File: config.mk
export PLATFORM = sky130hd
export DESIGN_NAME = key_event_gen_flat
export DESIGN_NICKNAME = d
export VERILOG_FILES = /design/src/rtl/key_event_gen_if.sv /design/src/rtl/key_event_gen.sv /design/src/flat_wrapper.sv
export SDC_FILE = /design/constraint.sdc
export NUM_CORES = 1
export LEC_CHECK = 0
export BUFFER_PORTS_ARGS = -buffer_cell sky130_fd_sc_hd__buf_2
export CORE_MARGIN = 3
export CORE_UTILIZATION = 55
export DETAILED_ROUTE_END_ITERATION = 10
export PLACE_DENSITY = 0.83
export SLEW_MARGIN = 20
export SYNTH_ARGS = -nofsm -noshare
export SYNTH_HDL_FRONTEND = slang
export SYNTH_SLANG_ARGS = --single-unit
export TNS_END_PERCENT = 1
File: constraint.sdc
create_clock -name clock -period 3.27 [get_ports clock]
set_input_delay 0 -clock clock [delete_from_list [all_inputs] [get_ports clock]]
set_output_delay 0 -clock clock [all_outputs]
set_load 0.02 [all_outputs]
File: src/rtl/key_event_gen_if.sv
// key_event_gen_if: valid/ready key event stream between key_event_gen and its consumer.
interface key_event_gen_if #(
  parameter int unsigned KEY_W = 3
);
  logic             event_valid;
  logic             event_ready;
  logic [KEY_W-1:0] event_key;
  logic [1:0]       event_type;

  modport master (output event_valid, event_key, event_type, input event_ready);
  modport slave  (input event_valid, event_key, event_type, output event_ready);
endinterface

File: src/rtl/key_event_gen.sv
// key_event_gen: turns debounced key levels into PRESS/RELEASE/LONG/REPEAT events via a small FIFO.
// Define KEY_EVENT_REPEAT_EN to build the auto-repeat (REPEAT) event path.
module key_event_gen #(
  parameter int unsigned NUM_KEYS         = 8,
  parameter int unsigned LONG_PRESS_TICKS = 500,
  parameter int unsigned REPEAT_TICKS     = 100,
  parameter int unsigned FIFO_DEPTH       = 4
) (
  input  logic                clock,
  input  logic                reset,
  input  logic                tick,
  input  logic [NUM_KEYS-1:0] key_in,
  key_event_gen_if.master     ev,
  output logic                overflow,
  input  logic                overflow_clear
);
  localparam int unsigned KEY_W   = (NUM_KEYS > 1) ? $clog2(NUM_KEYS) : 1;
  localparam int unsigned CNT_MAX = (LONG_PRESS_TICKS > REPEAT_TICKS) ? LONG_PRESS_TICKS : REPEAT_TICKS;
  localparam int unsigned CNT_W   = $clog2(CNT_MAX + 1);
  localparam int unsigned PTR_W   = $clog2(FIFO_DEPTH);
  localparam int unsigned FCNT_W  = PTR_W + 1;
  localparam int unsigned SLOTS   = 4 * NUM_KEYS;
  localparam int unsigned SLOT_W  = $clog2(SLOTS);

  localparam logic [1:0] T_PRESS   = 2'd0;
  localparam logic [1:0] T_RELEASE = 2'd1;
  localparam logic [1:0] T_LONG    = 2'd2;
  localparam logic [1:0] T_REPEAT  = 2'd3;

  typedef enum logic [1:0] {S_IDLE, S_PRESSED, S_HELD} key_state_e;
  typedef struct packed {
    logic [KEY_W-1:0] key;
    logic [1:0]       kind;
  } event_t;

  key_state_e          state [NUM_KEYS];
  logic [CNT_W-1:0]    cnt   [NUM_KEYS];
  logic [NUM_KEYS-1:0] key_prev;
  logic [NUM_KEYS-1:0] pend_press, pend_long, pend_release;
  logic [NUM_KEYS-1:0] fire_press, fire_long, fire_release;
  logic [NUM_KEYS-1:0] gnt_press, gnt_long, gnt_release;
  logic [NUM_KEYS-1:0] drop_vec;
`ifdef KEY_EVENT_REPEAT_EN
  logic [NUM_KEYS-1:0] pend_repeat, fire_repeat, gnt_repeat;
`endif

  logic [SLOTS-1:0]  slots;
  logic              gnt_valid;
  logic [SLOT_W-1:0] gnt_idx;
  logic              push, pop, full, head_from_push;
  event_t            push_ev;
  event_t            mem [FIFO_DEPTH];
  logic [PTR_W-1:0]  rd_ptr, wr_ptr, rd_next;
  logic [FCNT_W-1:0] fcnt, fcnt_next;

  // Per-key event detection; release always beats a coincident threshold tick.
  always_comb begin
    fire_press   = '0;
    fire_long    = '0;
    fire_release = '0;
`ifdef KEY_EVENT_REPEAT_EN
    fire_repeat  = '0;
`endif
    for (int k = 0; k < NUM_KEYS; k++) begin
      fire_press[k]   = (state[k] == S_IDLE) && key_in[k] && !key_prev[k];
      fire_release[k] = (state[k] != S_IDLE) && !key_in[k];
      fire_long[k]    = (state[k] == S_PRESSED) && key_in[k] && tick &&
                        (cnt[k] == CNT_W'(LONG_PRESS_TICKS - 1));
`ifdef KEY_EVENT_REPEAT_EN
      fire_repeat[k]  = (state[k] == S_HELD) && key_in[k] && tick &&
                        (cnt[k] == CNT_W'(REPEAT_TICKS - 1));
`endif
    end
  end

  // Fixed-priority arbiter over {key, PRESS, LONG, REPEAT, RELEASE} slots, lowest index wins.
  always_comb begin
    slots     = '0;
    gnt_valid = 1'b0;
    gnt_idx   = '0;
    for (int k = 0; k < NUM_KEYS; k++) begin
      slots[4*k]   = pend_press[k];
      slots[4*k+1] = pend_long[k];
`ifdef KEY_EVENT_REPEAT_EN
      slots[4*k+2] = pend_repeat[k];
`endif
      slots[4*k+3] = pend_release[k];
    end
    for (int i = int'(SLOTS) - 1; i >= 0; i--) begin
      if (slots[i]) begin
        gnt_valid = 1'b1;
        gnt_idx   = SLOT_W'(i);
      end
    end
  end

  assign pop  = ev.event_valid & ev.event_ready;
  assign full = (fcnt == FCNT_W'(FIFO_DEPTH));
  assign push = gnt_valid & (~full | pop);

  always_comb begin
    push_ev.key = KEY_W'(gnt_idx >> 2);
    unique case (gnt_idx[1:0])
      2'd0:    push_ev.kind = T_PRESS;
      2'd1:    push_ev.kind = T_LONG;
      2'd2:    push_ev.kind = T_REPEAT;
      default: push_ev.kind = T_RELEASE;
    endcase
    gnt_press   = '0;
    gnt_long    = '0;
    gnt_release = '0;
`ifdef KEY_EVENT_REPEAT_EN
    gnt_repeat  = '0;
`endif
    for (int k = 0; k < NUM_KEYS; k++) begin
      gnt_press[k]   = push && (gnt_idx == SLOT_W'(4*k));
      gnt_long[k]    = push && (gnt_idx == SLOT_W'(4*k+1));
`ifdef KEY_EVENT_REPEAT_EN
      gnt_repeat[k]  = push && (gnt_idx == SLOT_W'(4*k+2));
`endif
      gnt_release[k] = push && (gnt_idx == SLOT_W'(4*k+3));
    end
    // A pending bit being pushed this cycle frees room for a new event of that type.
    drop_vec = (fire_press & pend_press & ~gnt_press) |
               (fire_long & pend_long & ~gnt_long) |
               (fire_release & pend_release & ~gnt_release);
`ifdef KEY_EVENT_REPEAT_EN
    drop_vec = drop_vec | (fire_repeat & pend_repeat & ~gnt_repeat);
`endif
  end

  assign fcnt_next      = fcnt + FCNT_W'(push) - FCNT_W'(pop);
  assign rd_next        = rd_ptr + PTR_W'(pop);
  assign head_from_push = push && (fcnt == FCNT_W'(pop));

  always_ff @(posedge clock) begin
    if (push) mem[wr_ptr] <= push_ev;
  end

  always_ff @(posedge clock) begin
    if (!reset) begin
      for (int k = 0; k < NUM_KEYS; k++) begin
        state[k] <= S_IDLE;
        cnt[k]   <= '0;
      end
      key_prev       <= '0;
      pend_press     <= '0;
      pend_long      <= '0;
      pend_release   <= '0;
`ifdef KEY_EVENT_REPEAT_EN
      pend_repeat    <= '0;
`endif
      overflow       <= 1'b0;
      rd_ptr         <= '0;
      wr_ptr         <= '0;
      fcnt           <= '0;
      ev.event_valid <= 1'b0;
      ev.event_key   <= '0;
      ev.event_type  <= '0;
    end else begin
      key_prev <= key_in;
      for (int k = 0; k < NUM_KEYS; k++) begin
        unique case (state[k])
          S_IDLE: begin
            if (fire_press[k]) begin
              state[k] <= S_PRESSED;
              cnt[k]   <= '0;
            end
          end
          S_PRESSED: begin
            if (!key_in[k]) begin
              state[k] <= S_IDLE;
            end else if (fire_long[k]) begin
              state[k] <= S_HELD;
              cnt[k]   <= '0;
            end else if (tick) begin
              cnt[k] <= cnt[k] + CNT_W'(1);
            end
          end
          S_HELD: begin
            if (!key_in[k]) begin
              state[k] <= S_IDLE;
`ifdef KEY_EVENT_REPEAT_EN
            end else if (fire_repeat[k]) begin
              cnt[k] <= '0;
            end else if (tick) begin
              cnt[k] <= cnt[k] + CNT_W'(1);
`endif
            end
          end
          default: state[k] <= S_IDLE;
        endcase
      end
      pend_press   <= (pend_press & ~gnt_press) | fire_press;
      pend_long    <= (pend_long & ~gnt_long) | fire_long;
      pend_release <= (pend_release & ~gnt_release) | fire_release;
`ifdef KEY_EVENT_REPEAT_EN
      pend_repeat  <= (pend_repeat & ~gnt_repeat) | fire_repeat;
`endif
      if (|drop_vec)          overflow <= 1'b1;
      else if (overflow_clear) overflow <= 1'b0;

      if (push) wr_ptr <= wr_ptr + PTR_W'(1);
      rd_ptr         <= rd_next;
      fcnt           <= fcnt_next;
      ev.event_valid <= (fcnt_next != '0);
      // Head register loads the bypassed push when the FIFO would otherwise be empty.
      if (head_from_push) begin
        ev.event_key  <= push_ev.key;
        ev.event_type <= push_ev.kind;
      end else if (fcnt_next != '0) begin
        ev.event_key  <= mem[rd_next].key;
        ev.event_type <= mem[rd_next].kind;
      end
    end
  end
endmodule

File: src/flat_wrapper.sv
// flat-port wrapper written by rule: the top's interface ports become plain ports
module key_event_gen_flat 
#(
  parameter int unsigned NUM_KEYS         = 8,
  parameter int unsigned LONG_PRESS_TICKS = 500,
  parameter int unsigned REPEAT_TICKS     = 100,
  parameter int unsigned FIFO_DEPTH       = 4
)
  (clock, reset, tick, key_in, overflow, overflow_clear, ev_event_valid, ev_event_key, ev_event_type, ev_event_ready);
  key_event_gen_if #(.KEY_W(3)) ev_i ();
  input  logic clock;
  input  logic reset;
  input  logic tick;
  input  logic [NUM_KEYS-1:0] key_in;
  output logic overflow;
  input  logic overflow_clear;
  output wire logic [$bits(ev_i.event_valid)-1:0] ev_event_valid;
  output wire logic [$bits(ev_i.event_key)-1:0] ev_event_key;
  output wire logic [$bits(ev_i.event_type)-1:0] ev_event_type;
  input wire logic [$bits(ev_i.event_ready)-1:0] ev_event_ready;
  assign ev_event_valid = ev_i.event_valid;
  assign ev_event_key = ev_i.event_key;
  assign ev_event_type = ev_i.event_type;
  assign ev_i.event_ready = ev_event_ready;
  key_event_gen #(.NUM_KEYS(NUM_KEYS), .LONG_PRESS_TICKS(LONG_PRESS_TICKS), .REPEAT_TICKS(REPEAT_TICKS), .FIFO_DEPTH(FIFO_DEPTH)) u_core (.clock(clock), .reset(reset), .tick(tick), .key_in(key_in), .ev(ev_i), .overflow(overflow), .overflow_clear(overflow_clear));
endmodule
==> results.ini <==
[yosys]
yosysSeqAreaShare = 0.5278
synth_top_cell_by_area = edfxtp_1
synthTopCellsByArea = edfxtp_1 (41%), dfxtp_1 (12%), nor2_1 (7.7%)
synth_ff_type = edfxtp_1
synth_area_per_cell_sq_um = 10.29
synthArstFlopShare = 0
ys_types = 83
netlist.area_leader.share = 0.4111
syn_nets = 796
synth_edf_count = 108
yosys_warnings = 0
syn_inst = 767
ys_ff_latch = 154
syn_area_sq_mm = 0.007889

[clock_tree]
cts.path.max_buffers = 2
clockRootBuffer = clkbuf_16
cts_tree = done
cts_num_sinks = 154
clock_latency_ns = 0.44
cts_buffers = 17
path_clk_slew_ns = 0.07
cts_max_level = 4

[cells_and_area]
postLayoutCoreUtil = 0.6530
drive_above_1_share = 0.1496
n_fill_cell = 1080
n_antenna_cell = 0
nNetsFinal = 858
synthToLayoutAreaGrowth_pct = 15.34

[grt]
track_usage = 0.2267
grt_pass1_vias = 5787
grt_max_degree = 46
overflow = 0
antenna_found_initial = 0
grt_pass1_wl_microns = 28540

[setup_path]
crit_chain = or3_4, or4b_4, nor3_4, a21o_1, ha_1, inv_2, fa_2, xor2_1, xnor2_1, nand3b_1, buf_6, mux2i_1, nand2_1, o211a_1
slowest_stage = or4b_4
r2r_setup_slack_ns = 0.06
reg2reg_depth = 14
r2r_end = u_core.ev.event_type[0]
cp-startpoint = u_core.pend_long[6]
arrival_ns = 3.54
end_kind = flip-flop
cp-start-kind = flip-flop
r2r_start = u_core.pend_long[6]
critPathKind = flip-flop to flip-flop
cp_max_fo = 6
endpoint = u_core.ev.event_type[0]
crit_required_ns = 3.60
cpPeakStageDelay_ns = 0.57

[detailed_routing]
wl_met1_microns = 7592
dr.first_iter.drc_count = 442
ant_nets = 0
num_vias = 5947
dr.max_layer_used = met4
drc = 0
wl_met2_microns = 8241
routed-wl-met3_microns = 867
routedWlPerCell_microns = 16.78
dr.pass1.iters = 5
routed_wl_microns = 17150
avgViaCountPerCell = 5.819

[sta]
setup_ws_ns = 0.05985
rsz0062_at_grt = true
holdWs_ns = 0.1410
report.final.hold_viol_count = 0
max_freq_mhz = 311.5
drv_slew = 0
layout_worst_path_cycle_share = 0.9817
setup_viol = 0
slew_headroom = 0.4311
skew_ns = 0.006800
fin_crit_ns = 3.210
tightestPinTransition_ns = 0.8533

[floorplanning]
io_pins = 20
die_width_microns = 125.8
fp-row-count = 43
core-area_sq_mm = 0.01393
dieHeight_microns = 125.8
start_util = 0.5661
die-area_sq_mm = 0.01582

[placed_design]
hpwlAfterDp_microns = 12500
numPortBuffers = 19
post-place-ws_ns = -0.07043
gp_congestion = 0.9941

[hold_path]
worst_hold_path_type = input pin to flip-flop
worstHoldStart = reset

[power_and_ir_drop]
power_leakage_nw = 3.369
ir_drop_mv = 0.5478
power_w = 0.006221
p_per_area_mw_per_mm2 = 683.7

[job]
maxCapViolations = 0

[outcome]
status = completed

-- area by class of cell --
type                            count  area [sq um]  area share
Timing Repair Buffer               60         426.7     0.04689
Multi-Input combinational cell    567          3570      0.3923
Clock inverter                     15         177.7     0.01953
Tap cell                          180         225.2     0.02475
Clock buffer                       17         425.4     0.04675
Sequential cell                   154          4165      0.4578
Inverter                           29         108.9     0.01196
-- where the power goes --
group	switching [W]	total [W]	internal [W]
logic	0.000925	0.00160	0.000670
registers	0.000203	0.00264	0.00244
clock network	0.000890	0.00199	0.00110
total	0.00202	0.00622	0.00420
-- logic make-up after synthesis --
kind of cell / after synthesis / synth area share
AND/OR/NAND/NOR: 363 / 0.2192
flip-flops: 154 / 0.5278
AO/OA/AOI/OAI: 113 / 0.1063
XOR/XNOR: 59 / 0.06550
buffers and inverters: 46 / 0.02664
adder cells (fa/ha/maj): 21 / 0.03267
multiplexers: 11 / 0.02189
-- layout by cell type, fill, tap and decap left out, types with 7 or more instances in the layout --
cell / n
nor2_1: 162
edfxtp_1: 108
nand2_1: 52
dfxtp_1: 45
xnor2_1: 42
nand3_1: 36
buf_4: 32
a21oi_1: 30
inv_1: 27
nand4_1: 20
buf_2: 19
xor2_1: 17
clkbuf_16: 17
nor3_1: 15
ha_1: 15
and2_1: 13
o21ai_0: 13
or3_1: 11
o31ai_1: 9
and3_1: 9
dlygate4sd3_1: 8
o21a_1: 7
inv_6: 7
-- sequential cells by signal, summed over array words and instances (netlist names) --
name and flops:
u_core.mem 20, u_core.rd_ptr 2, u_core.pend_release 8, u_core.fcnt 3, u_core.cnt 72, u_core.key_prev 8, u_core.ev.event_type 2, u_core.pend_long 8
u_core.wr_ptr 2, u_core.state 16, u_core.pend_press 8, u_core.ev.event_key 3, u_core.overflow 1, u_core.ev.event_valid 1
-- synth_stat cells (all sizes together), types with 17 or more instances --
library cell / count
a21oi: 30
nand3: 36
nand4: 20
o21ai: 19
nor2: 164
nand2: 53
edfxtp: 108
xor2: 17
xnor2: 42
inv: 29
dfxtp: 46
nor3: 17
-- critical path: cells and delay by family, from the launching register on --
| family | cells | cell delay, ns |
|---|---|---|
| adders and majority gates | 2 | 0.49 |
| AOI/OAI and AO/OA | 2 | 0.24 |
| and+or+nand+nor | 5 | 1.33 |
| muxes | 1 | 0.17 |
| DFF | 1 | 0.32 |
| buffers and inverters | 2 | 0.19 |
| xor gates and xnor gates | 2 | 0.34 |
-- worst min path at each step --
stage	to	slack (ns)	cells after the start
2_1_floorplan	u_core.key_prev[3]	0.12	1
3_3_place_gp	u_core.key_prev[3]	0.27	2
3_5_place_dp	u_core.key_prev[1]	0.28	3
4_1_cts	u_core.pend_release[7]	0.12	3
5_1_grt	u_core.pend_long[1]	0.15	3
6_report	u_core.pend_long[1]	0.14	3
-- per-stage QoR --
stage	instances	cell area, sq um	TNS [ns]
detailed placement	981	8368	-0.2641
CTS	1022	9059	0
global placement	981	8368	-0.06072
finish	1022	9099	0
floorplan	767	7909	0
global route	1022	9099	-0.3125
-- what timing repair did --
item | 4_1_cts | 5_1_grt
endpoints found under the setup margin | 5 | 6
hold buffers | 8 | 0
gates resized for setup | 0 | 9
gates cloned | 0 | 0
pin swaps | 4 | 7
hold endpoints to repair | 14 | 0
buffers inserted | 1 | 0
-- metal layers --
metal / vias up / GRT usage
met5: - / 0
met2: 170 / 0.3644
met1: 2825 / 0.3047
met3: 41 / 0.04368
li1: 2911 / -
met4: 0 / 0.09274
No activity file was read; power rests on OpenSTA's default activity.
